File: config.mk
export PLATFORM = sky130hd
export DESIGN_NAME = gpio_irq_sched
export DESIGN_NICKNAME = d
export VERILOG_FILES = /design/src/rtl/gpio_sched_pkg.sv /design/src/rtl/gpio_irq_sched_rr_arb.sv /design/src/rtl/gpio_irq_sched.sv
export SDC_FILE = /design/constraint.sdc
export NUM_CORES = 1
export LEC_CHECK = 0
export ABC_AREA = 1
export BUFFER_PORTS_ARGS = -buffer_cell sky130_fd_sc_hd__buf_2
export CORE_MARGIN = 4
export CORE_UTILIZATION = 33
export DETAILED_ROUTE_END_ITERATION = 16
export GPL_ROUTABILITY_DRIVEN = 0
export GPL_TIMING_DRIVEN = 0
export HOLD_SLACK_MARGIN = 0.1
export SLEW_MARGIN = 20
export SYNTH_ARGS = -nofsm -noshare
export SYNTH_HDL_FRONTEND = slang
export SYNTH_HIERARCHICAL = 1
export SYNTH_SLANG_ARGS = --single-unit
File: constraint.sdc
create_clock -name pclk_i -period 11 [get_ports pclk_i]
set_clock_uncertainty 0.15 [all_clocks]
set_input_delay 1.1 -clock pclk_i [delete_from_list [all_inputs] [get_ports pclk_i]]
set_output_delay 1.1 -clock pclk_i [all_outputs]
set_load 0.02 [all_outputs]
File: src/rtl/gpio_sched_pkg.sv
// Shared constants for the gpio interrupt sequencer: FSM encodings, op indices and
// the target gpio register map (word indices, matching gpio_define.sv).
package gpio_sched_pkg;

  localparam logic [1:0] ST_IDLE    = 2'd0;
  localparam logic [1:0] ST_SETUP   = 2'd1;
  localparam logic [1:0] ST_ACCESS  = 2'd2;
  localparam logic [1:0] ST_RD_WAIT = 2'd3;

  localparam logic [1:0] OP_INTEN     = 2'd0;
  localparam logic [1:0] OP_INTTYPE0  = 2'd1;
  localparam logic [1:0] OP_INTTYPE1  = 2'd2;
  localparam logic [1:0] OP_INTSTATUS = 2'd3;

  localparam logic [4:0] GPIO_INTEN     = 5'd3;
  localparam logic [4:0] GPIO_INTTYPE0  = 5'd4;
  localparam logic [4:0] GPIO_INTTYPE1  = 5'd5;
  localparam logic [4:0] GPIO_INTSTATUS = 5'd6;

  function automatic logic [4:0] op_reg_idx(input logic [1:0] op);
    logic [4:0] r;
    case (op)
      OP_INTEN:    r = GPIO_INTEN;
      OP_INTTYPE0: r = GPIO_INTTYPE0;
      OP_INTTYPE1: r = GPIO_INTTYPE1;
      default:     r = GPIO_INTSTATUS;
    endcase
    return r;
  endfunction

  function automatic logic [31:0] op_addr(input logic [31:0] base, input logic [1:0] op);
    return base + {25'd0, op_reg_idx(op), 2'b00};
  endfunction

endpackage

File: src/rtl/gpio_irq_sched_rr_arb.sv
// Combinational round-robin arbiter: grants the first request at or after ptr,
// wrapping from N-1 to 0. Returns one-hot grant, its index and an any-request flag.
module rr_arb #(
  parameter int N = 32
) (
  input  logic [N-1:0]         req,
  input  logic [$clog2(N)-1:0] ptr,
  output logic [N-1:0]         grant,
  output logic [$clog2(N)-1:0] idx,
  output logic                 any
);
  localparam int W = $clog2(N);

  logic [N-1:0] hi_req;
  logic [N-1:0] pick;

  always_comb begin
    hi_req = '0;
    for (int k = 0; k < N; k++) hi_req[k] = req[k] && (k >= int'(ptr));
    // Nothing at/after ptr means the search wraps to the lowest request.
    pick = (|hi_req) ? hi_req : req;
    idx  = '0;
    for (int k = N - 1; k >= 0; k--) begin
      if (pick[k]) idx = W'(k);
    end
    any   = |req;
    grant = any ? ({{(N-1){1'b0}}, 1'b1} << idx) : '0;
  end

endmodule

File: src/rtl/gpio_irq_sched.sv
// APB4 master sequencer for one apb4_gpio: writes interrupt config, reads INTSTATUS on irq,
// and dispatches pending pins round-robin over a valid/ready event port.
//
// state      | meaning
// IDLE       | bus idle; accepts cfg_start_i (priority) or irq_i
// SETUP      | APB setup phase, psel=1 penable=0
// ACCESS     | APB access phase, held until pready_i
// RD_WAIT    | one cycle after INTSTATUS read while gpio irq drops
module gpio_irq_sched
  import gpio_sched_pkg::*;
#(
  parameter int          GPIO_NUM  = 32,
  parameter logic [31:0] BASE_ADDR = 32'h0000_0000
) (
  input  logic                        pclk_i,
  input  logic                        prst_i,
  input  logic                        cfg_start_i,
  input  logic [GPIO_NUM-1:0]         cfg_inten_i,
  input  logic [GPIO_NUM-1:0]         cfg_type0_i,
  input  logic [GPIO_NUM-1:0]         cfg_type1_i,
  input  logic                        irq_i,
  output logic [31:0]                 paddr_o,
  output logic                        psel_o,
  output logic                        penable_o,
  output logic                        pwrite_o,
  output logic [31:0]                 pwdata_o,
  input  logic [31:0]                 prdata_i,
  input  logic                        pready_i,
  input  logic                        pslverr_i,
  output logic                        evt_valid_o,
  output logic [$clog2(GPIO_NUM)-1:0] evt_pin_o,
  input  logic                        evt_ready_i,
  output logic                        busy_o,
  output logic                        err_o
);
  localparam int PW = $clog2(GPIO_NUM);

  logic [1:0]          state;
  logic [1:0]          idx;
  logic [1:0]          wr_idx;
  logic [31:0]         paddr_q;
  logic                err_q;
  logic [GPIO_NUM-1:0] inten_q, type0_q, type1_q;
  logic [GPIO_NUM-1:0] wr_val;

  logic [GPIO_NUM-1:0] pending;
  logic [GPIO_NUM-1:0] grant;
  logic [GPIO_NUM-1:0] grant_clr;
  logic [PW-1:0]       rr_ptr;
  logic [PW-1:0]       arb_idx;
  logic                arb_any;
  logic [PW-1:0]       evt_pin_q;
  logic                evt_valid_q;

  logic bus_act, rd_done, adv;

  assign bus_act = (state == ST_SETUP) || (state == ST_ACCESS);
  assign rd_done = (state == ST_ACCESS) && pready_i && !pslverr_i && (idx == OP_INTSTATUS);
  assign adv     = !evt_valid_q || evt_ready_i;

  always_ff @(posedge pclk_i or posedge prst_i) begin
    if (prst_i) begin
      state   <= ST_IDLE;
      idx     <= OP_INTEN;
      wr_idx  <= OP_INTEN;
      paddr_q <= '0;
      err_q   <= 1'b0;
      inten_q <= '0;
      type0_q <= '0;
      type1_q <= '0;
    end else begin
      case (state)
        ST_IDLE: begin
          if (cfg_start_i) begin
            inten_q <= cfg_inten_i;
            type0_q <= cfg_type0_i;
            type1_q <= cfg_type1_i;
            err_q   <= 1'b0;
            idx     <= OP_INTEN;
            wr_idx  <= OP_INTEN;
            paddr_q <= op_addr(BASE_ADDR, OP_INTEN);
            state   <= ST_SETUP;
          end else if (irq_i) begin
            idx     <= OP_INTSTATUS;
            paddr_q <= op_addr(BASE_ADDR, OP_INTSTATUS);
            state   <= ST_SETUP;
          end
        end
        ST_SETUP: state <= ST_ACCESS;
        ST_ACCESS: begin
          if (pready_i) begin
            if (pslverr_i) begin
              err_q <= 1'b1;
              state <= ST_IDLE;
            end else if (idx == OP_INTSTATUS) begin
              state <= ST_RD_WAIT;
            end else if (idx == OP_INTTYPE1) begin
              state <= ST_IDLE;
            end else begin
              idx     <= idx + 2'd1;
              wr_idx  <= idx + 2'd1;
              paddr_q <= op_addr(BASE_ADDR, idx + 2'd1);
              state   <= ST_SETUP;
            end
          end
        end
        ST_RD_WAIT: state <= ST_IDLE;
        default:    state <= ST_IDLE;
      endcase
    end
  end

  // pwdata follows the last write op, so it holds through reads and idle.
  always_comb begin
    case (wr_idx)
      OP_INTEN:    wr_val = inten_q;
      OP_INTTYPE0: wr_val = type0_q;
      default:     wr_val = type1_q;
    endcase
  end

  rr_arb #(.N(GPIO_NUM)) u_arb (
    .req   (pending),
    .ptr   (rr_ptr),
    .grant (grant),
    .idx   (arb_idx),
    .any   (arb_any)
  );

  assign grant_clr = adv ? grant : '0;

  always_ff @(posedge pclk_i or posedge prst_i) begin
    if (prst_i) begin
      pending     <= '0;
      rr_ptr      <= '0;
      evt_valid_q <= 1'b0;
      evt_pin_q   <= '0;
    end else begin
      if (adv) begin
        evt_valid_q <= arb_any;
        if (arb_any) begin
          evt_pin_q <= arb_idx;
          rr_ptr    <= (arb_idx == PW'(GPIO_NUM - 1)) ? '0 : arb_idx + 1'b1;
        end
      end
      // OR-in after the clear: a freshly re-reported pin stays pending.
      pending <= (pending & ~grant_clr) | (rd_done ? prdata_i[GPIO_NUM-1:0] : '0);
    end
  end

  assign paddr_o     = paddr_q;
  assign pwdata_o    = 32'(wr_val);
  assign psel_o      = bus_act;
  assign penable_o   = (state == ST_ACCESS);
  assign pwrite_o    = bus_act && (idx != OP_INTSTATUS);
  assign busy_o      = (state != ST_IDLE);
  assign err_o       = err_q;
  assign evt_valid_o = evt_valid_q;
  assign evt_pin_o   = evt_pin_q;

endmodule

==> run_results.csv <==
group,metric,value,unit
placed_design,place_inst,1614,
hold_path,min_to,"rr_ptr[3]",
power_and_ir_drop,power,3.77,mW
setup_path,required,11190,ps
sta,setup_tns,0,ps
setup_path,end_kind,"flip-flop",
grt,grt_use_total,0.181,
clocking,h-tree-depth,4,
placed_design,place_hpwl,19.5,mm
route,vias,7774,
sta,slew_headroom,0.628,
floorplanning,row_count,58,
floorplanning,die_h,167,um
logic_synthesis,netlist_area,8370,sq um
logic_synthesis,synth.distinct_cells,36,
logic_synthesis,ys_ff_latch,149,
layout,syn_to_final_growth,24.5,%
layout,num-fill-cells,2621,
layout,final_layout_size_suffix_gt1_frac,0.261,
floorplanning,ios,210,
clocking,cts_tree,"yes",
floorplanning,chipWidth,167,um
floorplanning,dieArea,28000,sq um
clocking,clkSlewWorstSetupHoldPaths,70,ps
hold_path,min_from,"rr_ptr[3]",
floorplanning,core_area,25100,sq um
logic_synthesis,synth-edff-count,0,
setup_path,max_stage_delay,500,ps
outcome,status,"complete, no violations",
clocking,post_cts_resized,0,
clocking,cts.path.max_buffers,2,
route,wl,25.6,mm
layout,ff_latch_area,3730,sq um
clocking,cts_buffers,17,
route,drc,0,
sta,slew_violations,0,
clocking,cts-root-buf,"clkbuf_16",
run,cap_violations,0,
grt,grt_pass1_vias,7682,
logic_synthesis,synth-main-ff-cell,"dfrtp_1",
floorplanning,initial_core_util,0.334,
setup_path,r2r_slack,6330,ps
layout,layout.cells.non_filler,1648,
grt,overflow,0,
sta,tightest_slew,559,ps
layout,multi_input_comb_area,3760,sq um
clocking,cts_sinks,149,
placed_design,io_buffers,179,
hold_path,hp-class,"reg2reg",
clocking,cts_hold_buf,0,
hold_path,whs_path_depth,2,
logic_synthesis,syn_area_per_cell,7.78,sq um
setup_path,crit_fanout,9,
power_and_ir_drop,ir_drop,0.207,mV
setup_path,crit_path_start_kind,"flip-flop",
clocking,post-cts-setup-buffer-count,0,
grt,grt_pass1_wl,40.4,mm
logic_synthesis,ys_seq_area_frac,0.445,
setup_path,r2r-end,"rr_ptr[2]",
setup_path,r2r_cells,48,
sta,finalCritPeriodShare,0.425,
sta,finalSetupViolations,0,
sta,hold_viol_final,0,
setup_path,cp_slowest_cell,"dfrtp_1",
logic_synthesis,synthCells,1076,
layout,num-nets-final,1447,
setup_path,rr_startpoint,"rr_ptr[0]",
grt,grt_antenna_before_repair,4,
sta,timing.fmax,214,MHz
power_and_ir_drop,power.density,361,nW/um^2
power_and_ir_drop,p_leak,5.54,nW
route,firstDrtPassIters,5,
route,via_per_inst,4.72,
setup_path,cp_common_cell,"nand2_1",
setup_path,crit_arrival,4860,ps
sta,rsz0062_at_grt,"no",
logic_synthesis,async_reset_ff_frac,1.00,
route,drt_iter0_drc,528,
setup_path,crit_type,"reg2reg",
sta,period_minus_slack,4670,ps
route,ant_nets,0,
clocking,clk_latency,430,ps
grt,grt_max_degree,101,
route,wire_per_inst,15.5,um
logic_synthesis,ys_warn_count,6,
-- layout make-up --
cell class,instances,share of cell area
diodes,2,0.000480
plain buffers,74,0.0452
clock buffers,17,0.0408
clock inverters,15,0.0169
inverters,139,0.0507
multi-input cells,742,0.360
flip-flops and latches,149,0.357
well taps,330,0.0396
repair buffers,180,0.0885
-- layout by cell type (no fill, tap or decap), types with 2 or more instances in the layout --
cell and count:
buf_6 6, a21oi_1 55, a22oi_1 12, nand4_2 4
nor2_1 105, clkbuf_16 17, clkbuf_1 13, inv_1 126
inv_6 3, clkinv_8 4, buf_1 4, mux2_1 4
o21ai_0 44, dfrtp_1 149, o21ai_1 8, inv_2 11
buf_2 195, o21ai_2 2, o221ai_1 17, nor3_1 18
o21bai_1 3, o211ai_1 3, nand4_1 13, ha_1 9
nand2_4 3, conb_1 29, diode_2 2, inv_8 7
nand2_1 292, nand2_2 4, nand3_1 61, mux2_2 44
nor2_2 5, nor4_1 3, buf_4 34, clkinv_4 2
-- worst max path at each step --
stage / start / to / slack (ps) / cells past startpoint
2_1_floorplan: prst_i / err_o / 5740 / 1
3_3_place_gp: prst_i / inten_q[19] / 3680 / 2
3_5_place_dp: rr_ptr[0] / rr_ptr[2] / 6400 / 48
4_1_cts: rr_ptr[0] / rr_ptr[2] / 6380 / 48
5_1_grt: rr_ptr[0] / rr_ptr[2] / 5710 / 48
6_report: rr_ptr[0] / rr_ptr[2] / 6330 / 48
-- flip-flops by register name (all words and copies together) (netlist names) --
signal       cells
inten_q         32
pending         32
type0_q         32
type1_q         32
evt_pin_o        5
rr_ptr           5
paddr_o          3
idx              2
state            2
wr_idx           2
err_o            1
evt_valid_o      1
-- cells by family after synthesis --
family                   after synthesis  synth area share
AO/OA/AOI/OAI                        145             0.101
flip-flops                           149             0.445
multiplexers                          48            0.0645
XOR/XNOR                               2           0.00209
buffers and inverters                213             0.119
adder cells (fa/ha/maj)                9            0.0134
AND/OR/NAND/NOR                      509             0.255
other                                  1          0.000448
-- Yosys cell counts, drive strengths merged (12+ instances only) --
library cell	count	share of area
a21oi	56	0.034
a22oi	12	0.011
buf	60	0.050
clkbuf	14	0.0064
dfrtp	149	0.45
inv	138	0.062
mux2	48	0.065
nand2	299	0.14
nand3	61	0.036
nand4	17	0.016
nor2	110	0.051
nor3	18	0.011
o21ai	54	0.033
o221ai	17	0.018
-- per-stage QoR --
| step | util | setup slack, ps | hold slack, ps | instance area (sq um) |
|---|---|---|---|---|
| 2_1_floorplan | - | 5740 | 294 | 8480 |
| 3_3_place_gp | 0.390 | 3680 | 302 | 9790 |
| 4_1_cts | 0.415 | 6380 | 328 | 10400 |
| 5_1_grt | 0.415 | 5710 | 344 | 10400 |
| 6_report | 0.415 | 6330 | 323 | 10400 |
| 3_5_place_dp | 0.391 | 6400 | 309 | 9820 |
-- worst max-delay path, delay by kind of cell, from the launching register on --
kind	cells	cell delay [ps]
flops	1	500
buf+inv	3	320
compound gates	2	250
simple gates	41	2960
fa+ha+maj	2	400
-- report_power, final --
part,internal [mW],switching [mW]
Clock,0.309,0.300
Sequential,0.800,0.128
Combinational,0.718,1.51
Total,1.83,1.94
-- per-layer routing --
metal | global-route usage | routed length, um | vias up
met4 | 0.0582 | 603 | 6
met1 | 0.231 | 10900 | 3590
met5 | 0 | 32 | -
met3 | 0.0552 | 2160 | 55
li1 | - | - | 3848
met2 | 0.294 | 11900 | 275
No activity file was read; power rests on OpenSTA's default activity.
